==> src/rtl/regbank_arbiter_if.sv <==
// Bundles the core, debug and bank-side signals of the register-bank arbiter.
// The slave modport is the arbiter; the master modport is its environment.
interface regbank_arbiter_if #(
  parameter int ADDR_W = 5,
  parameter int DATA_W = 32
);
  logic [ADDR_W-1:0] core_RegLe1;
  logic [ADDR_W-1:0] core_RegLe2;
  logic [ADDR_W-1:0] core_RegEscr;
  logic              core_EscrReg;
  logic [DATA_W-1:0] core_datain;
  logic [DATA_W-1:0] core_data1;
  logic [DATA_W-1:0] core_data2;
  logic              core_stall;

  logic              dbg_req;
  logic              dbg_we;
  logic [ADDR_W-1:0] dbg_addr;
  logic [DATA_W-1:0] dbg_wdata;
  logic              dbg_ack;
  logic [DATA_W-1:0] dbg_rdata;

  logic [ADDR_W-1:0] bank_RegLe1;
  logic [ADDR_W-1:0] bank_RegLe2;
  logic [ADDR_W-1:0] bank_RegEscr;
  logic              bank_EscrReg;
  logic [DATA_W-1:0] bank_datain;
  logic [DATA_W-1:0] bank_data1;
  logic [DATA_W-1:0] bank_data2;

  modport master (
    output core_RegLe1, core_RegLe2, core_RegEscr, core_EscrReg, core_datain,
    input  core_data1, core_data2, core_stall,
    output dbg_req, dbg_we, dbg_addr, dbg_wdata,
    input  dbg_ack, dbg_rdata,
    input  bank_RegLe1, bank_RegLe2, bank_RegEscr, bank_EscrReg, bank_datain,
    output bank_data1, bank_data2
  );

  modport slave (
    input  core_RegLe1, core_RegLe2, core_RegEscr, core_EscrReg, core_datain,
    output core_data1, core_data2, core_stall,
    input  dbg_req, dbg_we, dbg_addr, dbg_wdata,
    output dbg_ack, dbg_rdata,
    output bank_RegLe1, bank_RegLe2, bank_RegEscr, bank_EscrReg, bank_datain,
    input  bank_data1, bank_data2
  );
endinterface

==> src/rtl/regbank_arbiter.sv <==
// Shares the register bank between the core (pass-through) and a debug port whose
// reads stall the core for two cycles and whose writes steal a free slot or force one.
module regbank_arbiter #(
  parameter int ADDR_W     = 5,
  parameter int DATA_W     = 32,
  parameter int STARVE_MAX = 8
) (
  input  logic              clk,
  input  logic              reset,
  regbank_arbiter_if.slave  bus
);
  localparam int CNT_W = $clog2(STARVE_MAX + 1);

  typedef enum logic [2:0] {
    IDLE     = 3'd0,
    RD_ISSUE = 3'd1,
    RD_CAPT  = 3'd2,
    WR_WAIT  = 3'd3,
    WR_FORCE = 3'd4,
    ACK      = 3'd5
  } state_t;

  state_t            state;
  state_t            state_nxt;
  logic [CNT_W-1:0]  wait_cnt;
  logic [CNT_W-1:0]  wait_cnt_nxt;
  logic [ADDR_W-1:0] lat_addr;
  logic [DATA_W-1:0] lat_wdata;
  logic [DATA_W-1:0] rdata;
  logic              dbg_wr_en;

  // r0 is architecturally zero, so debug writes to it complete without touching the bank.
  assign dbg_wr_en      = (lat_addr != '0);
  assign bus.core_data1 = bus.bank_data1;
  assign bus.core_data2 = bus.bank_data2;
  assign bus.dbg_rdata  = rdata;

  always_ff @(posedge clk) begin
    if (reset) begin
      state     <= IDLE;
      wait_cnt  <= '0;
      lat_addr  <= '0;
      lat_wdata <= '0;
      rdata     <= '0;
    end else begin
      state    <= state_nxt;
      wait_cnt <= wait_cnt_nxt;
      if (state == IDLE && bus.dbg_req) begin
        lat_addr  <= bus.dbg_addr;
        lat_wdata <= bus.dbg_wdata;
      end
      if (state == RD_CAPT) rdata <= bus.bank_data2;
    end
  end

  always_comb begin
    state_nxt        = state;
    wait_cnt_nxt     = wait_cnt;
    bus.core_stall   = 1'b0;
    bus.dbg_ack      = 1'b0;
    bus.bank_RegLe1  = bus.core_RegLe1;
    bus.bank_RegLe2  = bus.core_RegLe2;
    bus.bank_RegEscr = bus.core_RegEscr;
    bus.bank_EscrReg = bus.core_EscrReg;
    bus.bank_datain  = bus.core_datain;
    case (state)
      IDLE: begin
        if (bus.dbg_req) state_nxt = bus.dbg_we ? WR_WAIT : RD_ISSUE;
      end
      RD_ISSUE: begin
        bus.core_stall   = 1'b1;
        bus.bank_RegLe2  = lat_addr;
        bus.bank_EscrReg = 1'b0;
        state_nxt        = RD_CAPT;
      end
      RD_CAPT: begin
        // The core sees debug data on port 2 this cycle; its result is re-presented later.
        bus.core_stall   = 1'b1;
        bus.bank_EscrReg = 1'b0;
        state_nxt        = ACK;
      end
      WR_WAIT: begin
        if (!bus.core_EscrReg) begin
          bus.bank_EscrReg = dbg_wr_en;
          bus.bank_RegEscr = lat_addr;
          bus.bank_datain  = lat_wdata;
          state_nxt        = ACK;
        end else begin
          wait_cnt_nxt = wait_cnt + 1'b1;
          if (wait_cnt == CNT_W'(STARVE_MAX - 1)) state_nxt = WR_FORCE;
        end
      end
      WR_FORCE: begin
        bus.core_stall   = 1'b1;
        bus.bank_EscrReg = dbg_wr_en;
        bus.bank_RegEscr = lat_addr;
        bus.bank_datain  = lat_wdata;
        state_nxt        = ACK;
      end
      ACK: begin
        bus.dbg_ack  = 1'b1;
        wait_cnt_nxt = '0;
        state_nxt    = IDLE;
      end
      default: state_nxt = IDLE;
    endcase
  end
endmodule

==> src/flat_wrapper.sv <==
// flat-port wrapper written by rule: the top's interface ports become plain ports
module regbank_arbiter_flat 
#(
  parameter int ADDR_W     = 5,
  parameter int DATA_W     = 32,
  parameter int STARVE_MAX = 8
)
  (clk, reset, bus_core_RegLe1, bus_core_RegLe2, bus_core_RegEscr, bus_core_EscrReg, bus_core_datain, bus_core_data1, bus_core_data2, bus_core_stall, bus_dbg_req, bus_dbg_we, bus_dbg_addr, bus_dbg_wdata, bus_dbg_ack, bus_dbg_rdata, bus_bank_RegLe1, bus_bank_RegLe2, bus_bank_RegEscr, bus_bank_EscrReg, bus_bank_datain, bus_bank_data1, bus_bank_data2);
  regbank_arbiter_if #(.ADDR_W(ADDR_W), .DATA_W(DATA_W)) bus_i ();
  input  logic clk;
  input  logic reset;
  input wire logic [$bits(bus_i.core_RegLe1)-1:0] bus_core_RegLe1;
  input wire logic [$bits(bus_i.core_RegLe2)-1:0] bus_core_RegLe2;
  input wire logic [$bits(bus_i.core_RegEscr)-1:0] bus_core_RegEscr;
  input wire logic [$bits(bus_i.core_EscrReg)-1:0] bus_core_EscrReg;
  input wire logic [$bits(bus_i.core_datain)-1:0] bus_core_datain;
  output wire logic [$bits(bus_i.core_data1)-1:0] bus_core_data1;
  output wire logic [$bits(bus_i.core_data2)-1:0] bus_core_data2;
  output wire logic [$bits(bus_i.core_stall)-1:0] bus_core_stall;
  input wire logic [$bits(bus_i.dbg_req)-1:0] bus_dbg_req;
  input wire logic [$bits(bus_i.dbg_we)-1:0] bus_dbg_we;
  input wire logic [$bits(bus_i.dbg_addr)-1:0] bus_dbg_addr;
  input wire logic [$bits(bus_i.dbg_wdata)-1:0] bus_dbg_wdata;
  output wire logic [$bits(bus_i.dbg_ack)-1:0] bus_dbg_ack;
  output wire logic [$bits(bus_i.dbg_rdata)-1:0] bus_dbg_rdata;
  output wire logic [$bits(bus_i.bank_RegLe1)-1:0] bus_bank_RegLe1;
  output wire logic [$bits(bus_i.bank_RegLe2)-1:0] bus_bank_RegLe2;
  output wire logic [$bits(bus_i.bank_RegEscr)-1:0] bus_bank_RegEscr;
  output wire logic [$bits(bus_i.bank_EscrReg)-1:0] bus_bank_EscrReg;
  output wire logic [$bits(bus_i.bank_datain)-1:0] bus_bank_datain;
  input wire logic [$bits(bus_i.bank_data1)-1:0] bus_bank_data1;
  input wire logic [$bits(bus_i.bank_data2)-1:0] bus_bank_data2;
  assign bus_i.core_RegLe1 = bus_core_RegLe1;
  assign bus_i.core_RegLe2 = bus_core_RegLe2;
  assign bus_i.core_RegEscr = bus_core_RegEscr;
  assign bus_i.core_EscrReg = bus_core_EscrReg;
  assign bus_i.core_datain = bus_core_datain;
  assign bus_core_data1 = bus_i.core_data1;
  assign bus_core_data2 = bus_i.core_data2;
  assign bus_core_stall = bus_i.core_stall;
  assign bus_i.dbg_req = bus_dbg_req;
  assign bus_i.dbg_we = bus_dbg_we;
  assign bus_i.dbg_addr = bus_dbg_addr;
  assign bus_i.dbg_wdata = bus_dbg_wdata;
  assign bus_dbg_ack = bus_i.dbg_ack;
  assign bus_dbg_rdata = bus_i.dbg_rdata;
  assign bus_bank_RegLe1 = bus_i.bank_RegLe1;
  assign bus_bank_RegLe2 = bus_i.bank_RegLe2;
  assign bus_bank_RegEscr = bus_i.bank_RegEscr;
  assign bus_bank_EscrReg = bus_i.bank_EscrReg;
  assign bus_bank_datain = bus_i.bank_datain;
  assign bus_i.bank_data1 = bus_bank_data1;
  assign bus_i.bank_data2 = bus_bank_data2;
  regbank_arbiter #(.ADDR_W(ADDR_W), .DATA_W(DATA_W), .STARVE_MAX(STARVE_MAX)) u_core (.clk(clk), .reset(reset), .bus(bus_i));
endmodule
==> config.mk <==
export PLATFORM = sky130hd
export DESIGN_NAME = regbank_arbiter_flat
export DESIGN_NICKNAME = d
export VERILOG_FILES = /design/src/rtl/regbank_arbiter_if.sv /design/src/rtl/regbank_arbiter.sv /design/src/flat_wrapper.sv
export SDC_FILE = /design/constraint.sdc
export NUM_CORES = 1
export LEC_CHECK = 0
export CAP_MARGIN = 10
export CORE_MARGIN = 5
export CORE_UTILIZATION = 34
export DETAILED_ROUTE_END_ITERATION = 12
export GPL_TIMING_DRIVEN = 0
export PLACE_DENSITY = 0.8
export SLEW_MARGIN = 20
export SYNTH_ARGS = -nofsm -noshare
export SYNTH_HDL_FRONTEND = slang
export SYNTH_SLANG_ARGS = --single-unit
==> constraint.sdc <==
create_clock -name clk -period 2.05 [get_ports clk]
set_clock_uncertainty 0.05 [all_clocks]
set_input_delay 0.5125 -clock clk [delete_from_list [all_inputs] [get_ports clk]]
set_output_delay 0.5125 -clock clk [all_outputs]
set_load 0.01 [all_outputs]
==> metrics <==
remaining global-route overflow=0; all-layer global routing usage=0.193; static leakage power=3.15 nW; Sw Ratio=0.285; core area=11400 sq um; element type at the critical path end=output port; worst path required time=1.49 ns; number of global-route vias before repair=4392; CP max-delay cell=dfxtp_2; initial antenna violation count=1; Critical Setup Path Class=flip-flop to output port; critical path's most frequent cell=buf_6; drt wl/cell=15.7 um; post-synthesis sequential area ratio=0.384; Clock Latency Late Sink=0.32 ns; unrepaired setup endpoints after global routing=true; I/O Pins=between 200 and 300; CTS tree=done; drt drc=0; Avg Cell Area, Syn=~8.4 sq um; final worst slack=-0.352 ns; PwrDens=667 nW/um^2; Area Overhead vs Synth=82.8%; worst-path fanout max=10; max_cap viols=0; Hold Path Class=flip-flop to flip-flop; Worst path max stage delay=around 0.34 ns; pin count of the biggest net entering global routing=13; DR iter-0 viols=160; Post-DP HPWL=11300 um; H-tree Lvls=3; clock share of power=0.299; cell family with most CP delay=buffers and inverters; peak supply drop=0.000461 V; count of input and output buffers=260; # nets final=a little over 900; outcome=complete, but fails checks; Placer Congestion=0.805; endpoints failing hold=0; FMAX=416 MHz; Mapped Nets=624; Pwr Total=just under 5 mW; Die W=118 um; post-synthesis cell count=470; fin crit share=1.17; pre-CTS WS=-0.972 ns; Reg clk slew, reported paths=0.06 ns; first-pass GRT wire length=22000 um; cell area after synthesis=3960 sq um; startpoint types=flip-flop; die area=13900 sq um; CP cell instances=buf_6 -> nand3b_4 -> o21a_1 -> buf_6 -> buf_12 -> mux2_4 -> buf_2; Hold Buf Count CTS=0; Rel. slew slack=0.660; Seq pwr share=0.349; total CTS buffers=9; Initial DRT Pass Iterations=4; Longest Clk Path Bufs=2; Slew Viols, Final=0; yosys warns=0; final instance area=7240 sq um; vias=4166; Initial Utilization=0.347; Final min period=2.40 ns; Final setup viols=45; num rows=39; clock root buffer=clkbuf_16; Worst EP arrival=about 1.8 ns; Comb pwr share=0.351; number of fill cells in the layout=between 900 and 1000; layout cells sized above 1=0.284; Routed WL=between 10000 and 15000 um; internal power contribution=between 3 and 4 mW; Psw=1.38 mW; Worst Tran Pin Value=0.511 ns; failing checks=negative setup slack; Vias/cell=4.61; Post-DRT Antenna Nets=0; Num Clock Sinks=76; CP bufs+invs=4; synth unique cells=32; synthesized flop and latch total=76; die height=between 100 and 150 um; worst hold margin=0.404 ns; placement-stage cell area=6740 sq um
-- worst min-delay path, delay by kind of cell, from the launching register on --
| kind | cells | cell delay (ns) |
|---|---|---|
| AOI/OAI and AO/OA | 1 | 0.05 |
| DFF | 1 | 0.31 |
| and+or+nand+nor | 1 | 0.05 |
-- per-stage QoR --
stage / TNS (ns) / util / instances
after floorplan: 0 / - / 470
after global placement: -39.35 / 0.591 / 873
after detailed placement: -40.96 / 0.591 / 873
after CTS: -14.04 / 0.630 / 901
after global routing: -15.12 / 0.634 / 904
final: -13.05 / 0.634 / 904
-- cell type report --
type	instances	area [sq um]	area share
clock buffers	11	243	0.0335
diodes	1	2.50	0.000345
flip-flops and latches	76	1530	0.211
multi-input cells	292	1790	0.247
clock inverters	5	27.5	0.00380
inverters	4	15.0	0.00207
repair buffers	275	2740	0.378
well taps	143	179	0.0247
plain buffers	97	716	0.0988
-- state kept, by name (all words and copies together), names as in the netlist --
| signal | flops |
|---|---|
| u_core.wait_cnt | 4 |
| u_core.bus.dbg_rdata | 32 |
| u_core.state | 3 |
| u_core.lat_addr | 5 |
| u_core.lat_wdata | 32 |
-- path summary, 6_finish.rpt --
check                           from                      end  slack, ns  cells past startpoint
max                  u_core.state[1]      bus_bank_RegEscr[0]      -0.35                      7
min          u_core.bus.dbg_rdata[0]  u_core.bus.dbg_rdata[0]       0.40                      2
max reg2reg          u_core.state[0]  u_core.bus.dbg_rdata[9]       0.20                      8
min reg2reg  u_core.bus.dbg_rdata[0]  u_core.bus.dbg_rdata[0]       0.40                      2
-- Yosys cell counts, drive strengths merged --
library cell,n,area [sq um]
nor4,1,6.26
inv,4,15.0
nand2,143,537
nand3b,4,33.8
nor3b,1,12.5
or2,1,6.26
a21o,1,7.51
nor2,6,22.5
o21ai,3,15.0
maj3,1,10.0
xnor2,2,17.5
a31oi,1,6.26
a311o,1,10.0
and2,1,6.26
a221oi,1,8.76
xor2,2,17.5
nand4,1,6.26
ha,1,12.5
mux2i,1,10.0
dfxtp,76,1520
and3,1,6.26
buf,87,643
o21a,1,7.51
clkbuf,11,41.3
mux2,42,586
and4b,1,10.0
a21oi,73,365
nor3,2,20.0
-- per-layer routing --
layer | vias up | GRT usage | share of wire
li1 | 2047 | - | -
met2 | 199 | 0.365 | 0.54
met5 | - | 0 | 0
met4 | 0 | 0.0573 | 0.016
met1 | 1902 | 0.196 | 0.36
met3 | 18 | 0.0711 | 0.094
-- cells in the final DEF, fill, tap and decap left out, drive strengths merged, types with 2 or more instances in the layout --
cell type	synthesis	layout
inv	4	4
xor2	2	2
nand2	143	143
dfxtp	76	76
a21oi	73	73
buf	87	145
clkinv	0	4
mux2	42	42
xnor2	2	2
dlygate4sd2	0	33
nor3	2	2
clkbuf	11	23
o21ai	3	3
clkdlybuf4s50	0	182
nand3b	4	4
nor2	6	6
-- kinds of logic after synthesis --
group | count (synthesis) | synth area share
XOR/XNOR | 4 | 0.00885
buffers and inverters | 102 | 0.177
flip-flops | 76 | 0.384
AO/OA/AOI/OAI | 81 | 0.106
multiplexers | 43 | 0.150
AND/OR/NAND/NOR | 162 | 0.168
adder cells (fa/ha/maj) | 2 | 0.00569
-- timing repair --
action / in CTS / in global routing
gates cloned: 2 / 0
gates resized for setup: 269 / 22
buffers inserted: 10 / 4
setup endpoints to repair: 77 / 43
pin swaps: 3 / 2
endpoints found under the hold margin: 0 / 0
-- power by group through the flow --
stage	registers (mW)	clock network, mW	logic [mW]
floorplan	1.71	0	0.758
global placement	1.70	0	1.55
detailed placement	1.71	0	1.59
CTS	1.69	1.46	1.67
global route	1.70	1.55	1.82
finish	1.69	1.45	1.70
No activity file was read; power rests on OpenSTA's default activity.
